===== src/rtl/ctrl_pipe.sv =====
// Main control for the 5-stage RV32I pipeline: ID decode, ID/EX-EX/MEM-MEM/WB control registers,
// load-use stall and flush bubbles. Optional illegal-opcode tracking under CTRL_ILLEGAL_TRAP_EN.
module ctrl_pipe #(
  parameter int unsigned REG_ADDR_W = 5,
  parameter int unsigned ALUOP_W    = 2,
  parameter int unsigned IMMSRC_W   = 3
) (
  input  logic                  clk,
  input  logic                  rst_n,
  input  logic                  id_valid_i,
  input  logic [6:0]            id_op_i,
  input  logic [REG_ADDR_W-1:0] id_rs1_i,
  input  logic [REG_ADDR_W-1:0] id_rs2_i,
  input  logic [REG_ADDR_W-1:0] id_rd_i,
  input  logic                  flush_i,
  output logic                  stall_o,
  output logic                  ex_valid_o,
  output logic                  ex_reg_write_o,
  output logic                  ex_alu_src_o,
  output logic                  ex_a_pc_o,
  output logic                  ex_mem_write_o,
  output logic                  ex_mem_read_o,
  output logic                  ex_branch_o,
  output logic                  ex_jump_o,
  output logic                  ex_jalr_o,
  output logic [ALUOP_W-1:0]    ex_alu_op_o,
  output logic [IMMSRC_W-1:0]   ex_imm_src_o,
  output logic [1:0]            ex_result_src_o,
  output logic [REG_ADDR_W-1:0] ex_rd_o,
  output logic                  mem_valid_o,
  output logic                  mem_reg_write_o,
  output logic                  mem_mem_write_o,
  output logic                  mem_mem_read_o,
  output logic [1:0]            mem_result_src_o,
  output logic [REG_ADDR_W-1:0] mem_rd_o,
`ifdef CTRL_ILLEGAL_TRAP_EN
  output logic                  mem_illegal_o,
  output logic                  illegal_seen_o,
`endif
  output logic                  wb_valid_o,
  output logic                  wb_reg_write_o,
  output logic [1:0]            wb_result_src_o,
  output logic [REG_ADDR_W-1:0] wb_rd_o
);

  typedef struct packed {
    logic                  valid;
    logic                  reg_write;
    logic                  alu_src;
    logic                  a_pc;
    logic                  mem_write;
    logic                  mem_read;
    logic                  branch;
    logic                  jump;
    logic                  jalr;
    logic [ALUOP_W-1:0]    alu_op;
    logic [IMMSRC_W-1:0]   imm_src;
    logic [1:0]            result_src;
    logic [REG_ADDR_W-1:0] rd;
`ifdef CTRL_ILLEGAL_TRAP_EN
    logic                  illegal;
`endif
  } ex_ctrl_t;

  typedef struct packed {
    logic                  valid;
    logic                  reg_write;
    logic                  mem_write;
    logic                  mem_read;
    logic [1:0]            result_src;
    logic [REG_ADDR_W-1:0] rd;
`ifdef CTRL_ILLEGAL_TRAP_EN
    logic                  illegal;
`endif
  } mem_ctrl_t;

  typedef struct packed {
    logic                  valid;
    logic                  reg_write;
    logic [1:0]            result_src;
    logic [REG_ADDR_W-1:0] rd;
  } wb_ctrl_t;

  ex_ctrl_t  dec, ex_d, ex_q;
  mem_ctrl_t mem_d, mem_q;
  wb_ctrl_t  wb_d, wb_q;
  logic      uses_rs1, uses_rs2, listed, hazard;

  always_comb begin
    dec        = '0;
    dec.valid  = id_valid_i;
    dec.rd     = id_rd_i;
    uses_rs1   = 1'b0;
    uses_rs2   = 1'b0;
    listed     = 1'b1;
    case (id_op_i)
      7'b0110011: begin  // R
        dec.alu_op = ALUOP_W'(2'b10); dec.reg_write = 1'b1;
        uses_rs1 = 1'b1; uses_rs2 = 1'b1;
      end
      7'b0010011: begin  // I-ALU
        dec.alu_src = 1'b1; dec.alu_op = ALUOP_W'(2'b10); dec.reg_write = 1'b1;
        uses_rs1 = 1'b1;
      end
      7'b0000011: begin  // load
        dec.alu_src = 1'b1; dec.reg_write = 1'b1; dec.mem_read = 1'b1;
        dec.result_src = 2'b01; uses_rs1 = 1'b1;
      end
      7'b0100011: begin  // store
        dec.alu_src = 1'b1; dec.imm_src = IMMSRC_W'(3'b001); dec.mem_write = 1'b1;
        uses_rs1 = 1'b1; uses_rs2 = 1'b1;
      end
      7'b1100011: begin  // branch
        dec.alu_op = ALUOP_W'(2'b01); dec.imm_src = IMMSRC_W'(3'b010); dec.branch = 1'b1;
        uses_rs1 = 1'b1; uses_rs2 = 1'b1;
      end
      7'b1101111: begin  // JAL
        dec.imm_src = IMMSRC_W'(3'b100); dec.reg_write = 1'b1;
        dec.result_src = 2'b10; dec.jump = 1'b1;
      end
      7'b1100111: begin  // JALR
        dec.alu_src = 1'b1; dec.reg_write = 1'b1; dec.result_src = 2'b10;
        dec.jump = 1'b1; dec.jalr = 1'b1; uses_rs1 = 1'b1;
      end
      7'b0110111: begin  // LUI
        dec.alu_src = 1'b1; dec.alu_op = ALUOP_W'(2'b11);
        dec.imm_src = IMMSRC_W'(3'b011); dec.reg_write = 1'b1;
      end
      7'b0010111: begin  // AUIPC
        dec.alu_src = 1'b1; dec.imm_src = IMMSRC_W'(3'b011);
        dec.reg_write = 1'b1; dec.a_pc = 1'b1;
      end
      default: listed = 1'b0;
    endcase
    if (id_rd_i == '0) dec.reg_write = 1'b0;
`ifdef CTRL_ILLEGAL_TRAP_EN
    dec.illegal = id_valid_i & (~listed | (id_op_i[1:0] != 2'b11));
`endif
  end

  // Only a load already in EX can create a hazard that forwarding cannot cover.
  assign hazard = ex_q.valid & ex_q.mem_read & (ex_q.rd != '0) & id_valid_i &
                  ((uses_rs1 & (id_rs1_i == ex_q.rd)) | (uses_rs2 & (id_rs2_i == ex_q.rd)));
  assign stall_o = hazard & ~flush_i;

  always_comb begin
    ex_d = dec;
    if (stall_o || flush_i || !id_valid_i) ex_d = '0;

    mem_d            = '0;
    mem_d.valid      = ex_q.valid;
    mem_d.reg_write  = ex_q.reg_write;
    mem_d.mem_write  = ex_q.mem_write;
    mem_d.mem_read   = ex_q.mem_read;
    mem_d.result_src = ex_q.result_src;
    mem_d.rd         = ex_q.rd;
`ifdef CTRL_ILLEGAL_TRAP_EN
    mem_d.illegal    = ex_q.illegal;
`endif

    wb_d             = '0;
    wb_d.valid       = mem_q.valid;
    wb_d.reg_write   = mem_q.reg_write;
    wb_d.result_src  = mem_q.result_src;
    wb_d.rd          = mem_q.rd;
  end

  always_ff @(posedge clk or negedge rst_n) begin
    if (!rst_n) begin
      ex_q  <= '0;
      mem_q <= '0;
      wb_q  <= '0;
    end else begin
      ex_q  <= ex_d;
      mem_q <= mem_d;
      wb_q  <= wb_d;
    end
  end

`ifdef CTRL_ILLEGAL_TRAP_EN
  logic illegal_seen_q;

  always_ff @(posedge clk or negedge rst_n) begin
    if (!rst_n) illegal_seen_q <= 1'b0;
    else if (mem_q.illegal) illegal_seen_q <= 1'b1;
  end

  assign mem_illegal_o  = mem_q.illegal;
  assign illegal_seen_o = illegal_seen_q;
`endif

  assign ex_valid_o       = ex_q.valid;
  assign ex_reg_write_o   = ex_q.reg_write;
  assign ex_alu_src_o     = ex_q.alu_src;
  assign ex_a_pc_o        = ex_q.a_pc;
  assign ex_mem_write_o   = ex_q.mem_write;
  assign ex_mem_read_o    = ex_q.mem_read;
  assign ex_branch_o      = ex_q.branch;
  assign ex_jump_o        = ex_q.jump;
  assign ex_jalr_o        = ex_q.jalr;
  assign ex_alu_op_o      = ex_q.alu_op;
  assign ex_imm_src_o     = ex_q.imm_src;
  assign ex_result_src_o  = ex_q.result_src;
  assign ex_rd_o          = ex_q.rd;
  assign mem_valid_o      = mem_q.valid;
  assign mem_reg_write_o  = mem_q.reg_write;
  assign mem_mem_write_o  = mem_q.mem_write;
  assign mem_mem_read_o   = mem_q.mem_read;
  assign mem_result_src_o = mem_q.result_src;
  assign mem_rd_o         = mem_q.rd;
  assign wb_valid_o       = wb_q.valid;
  assign wb_reg_write_o   = wb_q.reg_write;
  assign wb_result_src_o  = wb_q.result_src;
  assign wb_rd_o          = wb_q.rd;

endmodule

===== config.mk =====
export PLATFORM = sky130hd
export DESIGN_NAME = ctrl_pipe
export DESIGN_NICKNAME = d
export VERILOG_FILES = /design/src/rtl/ctrl_pipe.sv
export SDC_FILE = /design/constraint.sdc
export NUM_CORES = 1
export LEC_CHECK = 0
export CAP_MARGIN = 5
export CORE_MARGIN = 2
export CORE_UTILIZATION = 41
export DETAILED_ROUTE_END_ITERATION = 12
export PLACE_DENSITY = 0.79
export SLEW_MARGIN = 20
export SYNTH_ARGS = -nofsm -noshare
export SYNTH_HDL_FRONTEND = slang
export SYNTH_SLANG_ARGS = --single-unit

===== constraint.sdc =====
create_clock -name clk -period 1.9 [get_ports clk]
set_input_delay 0.285 -clock clk [delete_from_list [all_inputs] [get_ports clk]]
set_output_delay 0.285 -clock clk [all_outputs]
set_load 0.01 [all_outputs]

==> reports/results.tsv <==
metric	value	unit
post-synthesis simple-gate area fraction	19.6	%
power consumption	1.69	mW
Antenna Cells	0	
Yosys reg bits	39	
Hold WS	88.8	ps
# DRC	0	
clock transition at the registers of the reported paths	70	ps
largest net degree at the start of global routing	40	
Placed Cells	250	
Yosys cell types	30	
Core Util, Final	70.3	%
Layout fillers	217	
CTS Buffer Depth	2	
total of max-cap violations	0	
post-synthesis mux area share	0	%
Syn Inst Count	125	
routed wire length per instance	15.5	microns
XOR/XNOR Fraction of Synth Area	5.79	%
via count of the first global-routing pass	1334	
CTS buffer count	5	
max incr delay on CP	490	ps
Setup crit end kind	primary output	
TNS Setup	-257	ps
worst rel slew slack	44.9	%
area of the multi-input gates	559	sq um
Clock Sinks	39	
Final Cycle Share	113	%
Compound-Gate Fraction of Synth Area	6.12	%
largest family of logic cells by synthesized area	simple AND/OR/NAND/NOR gates	
Final ANT Viol Nets	0	
die height	64.7	microns
Required @ worst endpoint	1620	ps
final wirelength	4000	microns
leakage power	1.12	nW
RSZ-0062 raised after global routing	yes	
layout cells sized above 1	21.3	%
Post-Syn Nets	151	
DR pass1 iterations	4	
CTS tree	done	
clk_skew	4.19	ps
number of DRC markers in iteration 0	77	
worst slew pin tran	826	ps
endpoints failing setup	2	
Final Max Tran Viols	0	
root buf cell	clkbuf_8	
Via density	5.05	
Clk Latency, worst-skew pair	290	ps
Setup CP Type	flop to primary output	
WP data arrival	1870	ps
H-tree levels	2	
input/output buffers	67	
Avg Cell Area, Syn	12.1	sq um
status	finished, violations left	
R2R cell count	6	
failing checks	negative setup slack	
f_max	465	MHz
Hold Path Class	input port to async pin	
IO Count	68	
first-pass GRT wire length	6620	microns
peak supply drop	292	uV
initial core utilization	42.0	%
cell area after synthesis	1510	sq um
fin nets	236	
All-Layer GR Usage	21.8	%
Reg area	977	sq um
CP most frequent cell	buf_6	
total number of vias	1308	
CP cell instances	buf_6 > or4_4 > o2111ai_4 > a21oi_4 > nor2b_4 > buf_6	
chip width	64.7	microns
sequential share of the synthesized area	64.5	%
Setup WS post-layout	-252	ps
Die ar.	4190	sq um
worst-path fanout max	4	
initial antenna violation count	0	
GRT Residual Overflow	0	
adder-cell share of the synthesized area	0	%
Post-Layout Cell Count	259	
final hold vios	0	
Area Overhead vs Synth	67.6	%
placed wire-length estimate	2800	microns
crit path max-delay cell type	or4_4	
CP Launch Type	flop	
power per cell area	666	nW/um^2
row count	22	
GP Congestion	0.807	
core area	3610	sq um
number of synthesis warnings	0	
cts hold-fix bufs	0	
Final Critical Period	2150	ps
[layout make-up]
cell class	instances	share of cell area, %
repair buffers	87	32.6
inverters	2	0.296
well taps	48	2.37
clock inverters	1	0.296
multi-input cells	75	22.1
clock buffers	7	3.80
flip-flops and latches	39	38.5
[worst max-delay path, delay by kind of cell, from the launching register on]
kind                   cells  cell delay [ps]
AND/OR/NAND/NOR            2              620
flip-flops                 1              440
AO/OA/AOI/OAI              2              280
buffers and inverters      2              240
[metal layers]
layer  global-route usage (%)  share of wire [%]  up-vias
met3                     7.64                7.5       11
li1                         -                  -      597
met1                     26.4                 40      629
met2                     34.7                 50       71
met4                     10.4                2.7        0
met5                        0                  0        -
[flip-flops by register name, summed over array words and instances, names as in the netlist, 2 cells and up]
signal / cells
ex_alu_op_o: 2
ex_imm_src_o: 3
mem_rd_o: 5
wb_result_src_o: 2
wb_rd_o: 5
ex_rd_o: 5
[logic make-up after synthesis]
family / Yosys count
and+or+nand+nor: 54
buffers and inverters: 11
DFF: 39
AOI/OAI and AO/OA: 11
xor gates and xnor gates: 10
[metrics by stage]
stage / worst slack (ps) / instance area (sq um)
finish: -252 / 2530
global route: -302 / 2530
CTS: -298 / 2510
detailed placement: -682 / 2330
global placement: -634 / 2330
floorplan: 20.7 / 1520
[cell usage after synthesis]
library cell	number	area [sq um]
nor3_1	4	20.0
buf_1	1	3.75
xor2_1	6	52.6
buf_4	2	15.0
or4_1	3	22.5
o2111ai_2	1	15.0
nand2b_1	3	18.8
nor2_1	15	56.3
dfrtp_1	39	976
buf_6	1	11.3
nor2b_1	3	18.8
nand2_1	8	30.0
o21ai_0	3	15.0
clkbuf_1	2	7.51
nand3b_4	1	20.0
nor4_1	6	37.5
a21oi_1	2	10.0
o211ai_1	1	7.51
nand3b_2	1	11.3
a211oi_1	1	7.51
xnor2_1	4	35.0
nor4b_1	2	17.5
and3_1	1	6.26
inv_1	2	7.51
nand4_1	2	12.5
nand3_1	5	25.0
a2111oi_2	1	15.0
a21oi_4	1	16.3
buf_2	3	15.0
o22ai_1	1	6.26
[power by group]
part | internal [mW] | total (mW) | switching [mW] | leakage, nW
Sequential | 0.847 | 0.858 | 0.0105 | 0.532
Combinational | 0.123 | 0.229 | 0.106 | 0.538
Clock | 0.330 | 0.602 | 0.273 | 0.0505
[cell usage in the layout, fill, tap and decap left out, drive strengths merged, types with 3 or more instances in the layout]
| master | count |
|---|---|
| nor2b | 3 |
| a21oi | 3 |
| dfrtp | 39 |
| xnor2 | 4 |
| nand2b | 3 |
| clkdlybuf4s50 | 64 |
| nand2 | 8 |
| nor3 | 4 |
| nor2 | 15 |
| or4 | 3 |
| nor4 | 6 |
| o21ai | 3 |
| xor2 | 6 |
| clkbuf | 7 |
| nand3 | 5 |
| buf | 22 |
[final timing paths]
kind	startpoint	endpoint	slack, ps
min	rst_n	mem_rd_o[4]	90
min in group clk	mem_valid_o	wb_valid_o	380
min reg2reg	mem_valid_o	wb_valid_o	380
max reg2reg	ex_rd_o[2]	ex_mem_read_o	-10
max	ex_rd_o[2]	stall_o	-250
max in group asynchronous	rst_n	ex_rd_o[2]	1250
[what timing repair did]
action / CTS / global route
gates cloned: 0 / 0
setup endpoints to repair: 7 / 19
pin swaps: 5 / 7
resized for setup: 15 / 6
buffers inserted: 2 / 0
Note: power is estimated with default switching activity, not from simulation.
